## config.mk

```make
export PLATFORM = sky130hd
export DESIGN_NAME = gray_codec_pipe
export DESIGN_NICKNAME = d
export VERILOG_FILES = /design/src/rtl/gray_codec_pkg.sv /design/src/rtl/gray_codec_pipe_stage.sv /design/src/rtl/gray_codec_pipe.sv
export SDC_FILE = /design/constraint.sdc
export NUM_CORES = 1
export LEC_CHECK = 0
export CAP_MARGIN = 0
export CORE_ASPECT_RATIO = 1.2
export CORE_MARGIN = 5
export CORE_UTILIZATION = 54
export CTS_CLUSTER_DIAMETER = 100
export DETAILED_ROUTE_END_ITERATION = 8
export GPL_ROUTABILITY_DRIVEN = 0
export PLACE_DENSITY = 0.82
export SLEW_MARGIN = 20
export SYNTH_ARGS = -nofsm -noshare
export SYNTH_HDL_FRONTEND = slang
export SYNTH_SLANG_ARGS = --single-unit
```

## constraint.sdc

```tcl
create_clock -name clk -period 5.8 [get_ports clk]
set_input_delay 1.74 -clock clk [delete_from_list [all_inputs] [get_ports clk]]
set_output_delay 1.74 -clock clk [all_outputs]
set_load 0.02 [all_outputs]
```

## src/rtl/gray_codec_pkg.sv

```systemverilog
// Shared types and Gray-code helper functions for the Gray codec pipeline.
// Latency: n/a (package, combinational helpers only).
// Backpressure: n/a.
package gray_codec_pkg;

    localparam int MODE_BITS = 2;
    // Helpers operate on a fixed wide word; callers zero-extend narrower operands.
    localparam int MAX_W     = 64;

    typedef enum logic [MODE_BITS-1:0] {
        MODE_B2G  = 2'b00,
        MODE_G2B  = 2'b01,
        MODE_GINC = 2'b10,
        MODE_RSVD = 2'b11
    } mode_e;

    // Adjacent-XOR encode; zero upper bits leave the low WIDTH bits correct.
    function automatic logic [MAX_W-1:0] bin2gray(input logic [MAX_W-1:0] b);
        return b ^ (b >> 1);
    endfunction

    // Prefix-XOR decode from the MSB down; zero upper bits contribute nothing.
    function automatic logic [MAX_W-1:0] gray2bin(input logic [MAX_W-1:0] g);
        logic [MAX_W-1:0] b;
        b[MAX_W-1] = g[MAX_W-1];
        for (int i = MAX_W - 2; i >= 0; i--) begin
            b[i] = b[i+1] ^ g[i];
        end
        return b;
    endfunction

endpackage

```

## src/rtl/gray_codec_pipe_stage.sv

```systemverilog
// Generic valid/ready register slice carrying a W-bit payload.
// Latency: 1 cycle from acceptance to downstream valid.
// Backpressure: up_rdy = !dn_vld | dn_rdy (combinational pass-through of dn_rdy).
module gray_pipe_stage #(
    parameter int W = 8
) (
    input  logic         clk,
    input  logic         rst,
    input  logic         up_vld,
    output logic         up_rdy,
    input  logic [W-1:0] up_dat,
    output logic         dn_vld,
    input  logic         dn_rdy,
    output logic [W-1:0] dn_dat
);

    // Slot can take a new word when empty or when its current word leaves this cycle.
    assign up_rdy = !dn_vld | dn_rdy;

    // Payload only loads on acceptance, so it stays frozen while stalled.
    always_ff @(posedge clk) begin
        if (rst) begin
            dn_vld <= 1'b0;
            dn_dat <= '0;
        end else if (up_rdy) begin
            dn_vld <= up_vld;
            if (up_vld) begin
                dn_dat <= up_dat;
            end
        end
    end

endmodule

```

## src/rtl/gray_codec_pipe.sv

```systemverilog
// Two-stage Gray codec: binary->Gray, Gray->binary and Gray increment per transaction.
// Latency: 2 cycles from input acceptance to out_valid, 1 result per cycle sustained.
// Backpressure: valid/ready; holds 2 transactions, out_ready feeds in_ready combinationally.
module gray_codec_pipe
    import gray_codec_pkg::*;
#(
    parameter int WIDTH  = 8,
    parameter int MODE_W = 2
) (
    input  logic              clk,
    input  logic              rst,
    input  logic              in_valid,
    output logic              in_ready,
    input  logic [MODE_W-1:0] in_mode,
    input  logic [WIDTH-1:0]  in_data,
    output logic              out_valid,
    input  logic              out_ready,
    output logic [WIDTH-1:0]  out_data,
    output logic [MODE_W-1:0] out_mode,
    output logic              out_err
);

    // S1 carries the mode plus the operand already in binary form where decoding is needed.
    typedef struct packed {
        mode_e            mode;
        logic [WIDTH-1:0] b;
    } s1_t;

    typedef struct packed {
        mode_e            mode;
        logic             err;
        logic [WIDTH-1:0] dat;
    } s2_t;

    s1_t              s1_nxt_dat;
    s1_t              s1_dat;
    s2_t              s2_nxt_dat;
    s2_t              s2_dat;
    logic             s1_vld;
    logic             s2_rdy;
    logic [WIDTH-1:0] ginc_n;

    // Stage 1 front end: decode Gray operands to binary, pass others through.
    always_comb begin
        s1_nxt_dat.mode = mode_e'(in_mode);
        s1_nxt_dat.b    = in_data;
        if (s1_nxt_dat.mode == MODE_G2B || s1_nxt_dat.mode == MODE_GINC) begin
            s1_nxt_dat.b = WIDTH'(gray2bin(MAX_W'(in_data)));
        end
    end

    gray_pipe_stage #(
        .W($bits(s1_t))
    ) u_s1 (
        .clk    (clk),
        .rst    (rst),
        .up_vld (in_valid),
        .up_rdy (in_ready),
        .up_dat (s1_nxt_dat),
        .dn_vld (s1_vld),
        .dn_rdy (s2_rdy),
        .dn_dat (s1_dat)
    );

    // Increment wraps modulo 2^WIDTH, so the all-ones binary value rolls to zero.
    assign ginc_n = s1_dat.b + WIDTH'(1);

    // Stage 2 front end: form the final result from the binary intermediate.
    always_comb begin
        s2_nxt_dat.mode = s1_dat.mode;
        s2_nxt_dat.err  = 1'b0;
        s2_nxt_dat.dat  = s1_dat.b;
        unique case (s1_dat.mode)
            MODE_B2G:  s2_nxt_dat.dat = WIDTH'(bin2gray(MAX_W'(s1_dat.b)));
            MODE_G2B:  s2_nxt_dat.dat = s1_dat.b;
            MODE_GINC: s2_nxt_dat.dat = WIDTH'(bin2gray(MAX_W'(ginc_n)));
            MODE_RSVD: s2_nxt_dat.err = 1'b1;
            default:   s2_nxt_dat.err = 1'b1;
        endcase
    end

    gray_pipe_stage #(
        .W($bits(s2_t))
    ) u_s2 (
        .clk    (clk),
        .rst    (rst),
        .up_vld (s1_vld),
        .up_rdy (s2_rdy),
        .up_dat (s2_nxt_dat),
        .dn_vld (out_valid),
        .dn_rdy (out_ready),
        .dn_dat (s2_dat)
    );

    assign out_data = s2_dat.dat;
    assign out_mode = MODE_W'(s2_dat.mode);
    assign out_err  = s2_dat.err;

endmodule

```

Word-level counts from Yosys, hierarchy flattened
Index checks and enable logic that the tools add are counted.
- register bits after elaboration: 23
- input bits: 14
- output and inout port bits: 13
- word-level logic and storage cells: 29
- add/sub/neg operators: 1
- equal/unequal tests: 4
- mux-type cells: 3
- bitwise operators: 11
- reduce and logical (&&, ||, !) cells: 6
- operators by type and width (operator ; count):
    8-bit case mux with 2 select lines ; 1
    8-bit by 7-bit XOR with 8-bit output ; 2
    8-bit by 1-bit adder with 8-bit output (second input constant) ; 1
    7-bit 2-to-1 mux ; 1
    1-bit XOR ; 7
    2-bit equality test (second input constant) ; 3
    2-bit AND reduction ; 2
    2-bit by 1-bit equality test with 1-bit output (second input constant) ; 1
    1-bit logical NOT ; 2
    2-bit logical NOT ; 1
    1-bit OR ; 2
    1-bit logical OR ; 1
    1-bit 2-to-1 mux ; 1

Longest topological paths before layout
- word-level depth: 8
- gate-level depth with buffers: 7
- mapped depth without buffers: 6

Modules after synthesis
From an unflattened synthesis, not the netlist that was laid out.
- cell total of the unflattened synthesis: 184
- area total of the unflattened synthesis: 1667.8 um2
- modules (own cells, without submodules) (module ; times used ; cells each ; area an instance (um2) ; sequential area each (um2)):
    gray_codec_pipe ; 1 ; 81 ; 614.3 ; 0.0
    gray_pipe_stage (u_s2) ; 1 ; 54 ; 549.3 ; 240.2
    gray_pipe_stage (u_s1) ; 1 ; 49 ; 504.2 ; 220.2

Worst setup path after synthesis
Ideal clock, no wire load.
- path type: in2out
- from: input out_ready
- to: output in_ready
- arrival time: 2148 ps
- slack: 1912 ps
- stages: 2
- buffers on the path: 0
- cell sequence: nor2b_1 nand2_1
- cells in the longest elaborated chain, start to end: 2
- ends and longest elaborated chain (item ; RTL line ; text):
    start, declared ; gray_codec_pipe.sv:17 ; input logic out_ready,
    1-bit OR (2 in series) ; gray_codec_pipe_stage.sv:18 ; assign up_rdy = !dn_vld | dn_rdy;
    end, declared ; gray_codec_pipe.sv:13 ; output logic in_ready,
No other way between the ends.

Worst setup path after layout
Ends and elaborated chain as after synthesis.

==> impl_metrics.json <==
{
  "grt_pass1_vias": 1156,
  "p_per_area_nw_per_um2": 226,
  "cts_resized": 0,
  "grt_pass1_wl_um": 4860,
  "tns_ns": 0,
  "synth-seq-cells": 23,
  "pre_cts_ws_ns": 0.984,
  "slew_headroom_pct": 43.6,
  "grt_usage_pct": 16.9,
  "async_flop_share_pct": 0,
  "cts_sinks": 23,
  "antenna_left": 0,
  "cp-end-kind": "primary output",
  "netlist_instances": 162,
  "place_inst": 210,
  "via_per_inst": 5.39,
  "layout-drive-gt1-share_pct": 4.37,
  "clk_pin_slew_ns": 0.12,
  "skew_ns": 0.00225,
  "rows": 19,
  "total_power_mw": 0.367,
  "start_util_pct": 56.9,
  "yosysTopAreaCell": "dfxtp_1",
  "cp.required_ns": 4.06,
  "coreArea_um2": 2330,
  "yosysTopAreaCellShare_pct": 34.7,
  "numCtsBuffers": 3,
  "antenna_found_initial": 0,
  "fmaxAchievable_mhz": 207,
  "cts_hold_buf": 0,
  "final_nets": 204,
  "crit_fanout": 5,
  "cp_common_cell": "clkdlybuf4s50_1",
  "die_area_um2": 3550,
  "die_y_um": 64.3,
  "setup_slack_ns": 0.974,
  "worst_pin_slew_ns": 0.845,
  "synthToLayoutAreaGrowth_pct": 22.1,
  "outcome": "complete, no violations",
  "diodes": 0,
  "clock_path_buffers": 2,
  "cts_tree": "yes",
  "yosysWarnings": 0,
  "drv_cap": 0,
  "setup_violations": 0,
  "stdcell_area_um2": 1620,
  "wl_per_cell_um": 12.8,
  "grt_max_degree": 24,
  "clk_latency_ns": 0.31,
  "hold_class": "reg2reg",
  "ys_seq_area_share_pct": 34.7,
  "p_leak_nw": 0.599,
  "synth_area_leaders": "dfxtp_1 (35%), xnor2_1 (9.9%), nor2_1 (7.9%), a211oi_1 (6.2%), ha_1 (5.7%)",
  "reg2reg_slack_ns": 4.05,
  "finalHoldViolCount": 0,
  "cts_setup_buffers": 0,
  "root_buffer": "clkbuf_4",
  "io_pins": 27,
  "die_w_um": 55.2,
  "critical-path-top-delay-family": "buffers and inverters",
  "rsz0062_at_grt": "false",
  "portBuffers": 26,
  "min_period_ns": 4.83,
  "yosysMostFrequentCell": "nor2_1",
  "ir_drop_uv": 150,
  "syn-num-nets": 182,
  "drc_errors": 0,
  "cp.arrival_ns": 3.09,
  "hpwl_um": 2150,
  "crit_type": "in2out",
  "netlist_area_um2": 1330,
  "crit_slowest_cell": "clkdlybuf4s50_1",
  "ys_top_cells_by_count": "nor2_1 (28), dfxtp_1 (23), nand2_1 (17)",
  "routed_wl_um": 2730,
  "synth_edf_count": 0,
  "max_stage_delay_ns": 0.56,
  "fin_crit_sh_pct": 83.2,
  "cp_num_buf_inv": 2,
  "cts_htree_levels": 1,
  "drv_slew": 0,
  "initialDrtViolationCount": 27,
  "drtPass1Iterations": 4,
  "synth.distinct_cells": 31,
  "ys.flop_type": "dfxtp_1",
  "vias": 1153,
  "final_cells": 214,
  "place_area_um2": 1590,
  "crit_chain": "clkdlybuf4s50_1 -> nor2b_1 -> nand2_1 -> clkdlybuf4s50_1",
  "overflow": 0,
  "startpoint_type": "primary input",
  "avgSynthCellArea_um2": 8.19
}
worst register-to-register path: cells and delay by family, from the launching register on:
| family | cells | cell delay (ns) |
|---|---|---|
| flops | 1 | 0.33 |
| simple gates | 2 | 0.83 |
| compound gates | 3 | 0.50 |
sequential cells by signal, indices dropped and copies added (netlist names):
signal       count
u_s2.dn_vld      1
u_s1.dn_vld      1
u_s2.dn_dat     11
u_s1.dn_dat     10
area by class of cell:
cell class                      count  area (um2)
Clock buffer                        3        22.5
Clock inverter                      1        5.00
Fill cell                         207         711
Inverter                            2        7.51
Multi-Input combinational cell    128         825
Sequential cell                    23         460
Tap cell                           31        38.8
Timing Repair Buffer               26         260
through the flow:
step                utilization, %  hold WS [ns]
floorplan                        -         0.496
global placement              68.3         0.441
detailed placement            68.3         0.451
CTS                           69.5         0.469
global route                  69.5         0.498
finish                        69.5         0.465
power breakdown:
part           switching (mW)  internal (mW)  total, mW
Clock                  0.0487         0.0258     0.0745
Combinational          0.0525         0.0565      0.109
Sequential             0.0138          0.169      0.183
layer usage:
layer	GRT usage (%)	wire length [um]	vias up
met5	0	0	-
met2	30.8	1400	39
met4	10.6	89	0
met1	17.6	1070	505
li1	-	-	600
met3	3.22	176	9
placed cells by master, fill, tap and decap left out, types with 2 or more instances in the layout:
cell / instances
xor2_1: 6
ha_1: 6
clkbuf_4: 3
nor2_1: 28
nor2b_1: 3
clkdlybuf4s50_1: 26
a211oi_1: 11
dfxtp_1: 23
inv_1: 2
o21ai_0: 4
nand2_1: 17
a21oi_1: 13
xnor2_1: 15
nor3_1: 3
o211ai_1: 2
nand3_1: 5
worst paths after layout:
kind,start,to,cells after the start
worst max-delay path,out_ready,in_ready,4
worst min-delay path,u_s2.dn_dat[9],u_s2.dn_dat[9],2
worst max register to register,u_s2.dn_vld,u_s2.dn_dat[1],5
worst min register to register,u_s2.dn_dat[9],u_s2.dn_dat[9],2
logic make-up after synthesis:
kind of cell / synth area share (%)
AOI/OAI and AO/OA: 19.1
xor gates and xnor gates: 17.4
adders and majority gates: 5.66
buffers and inverters: 3.11
DFF: 34.7
and+or+nand+nor: 20.1
Note: power is estimated with default switching activity, not from simulation.
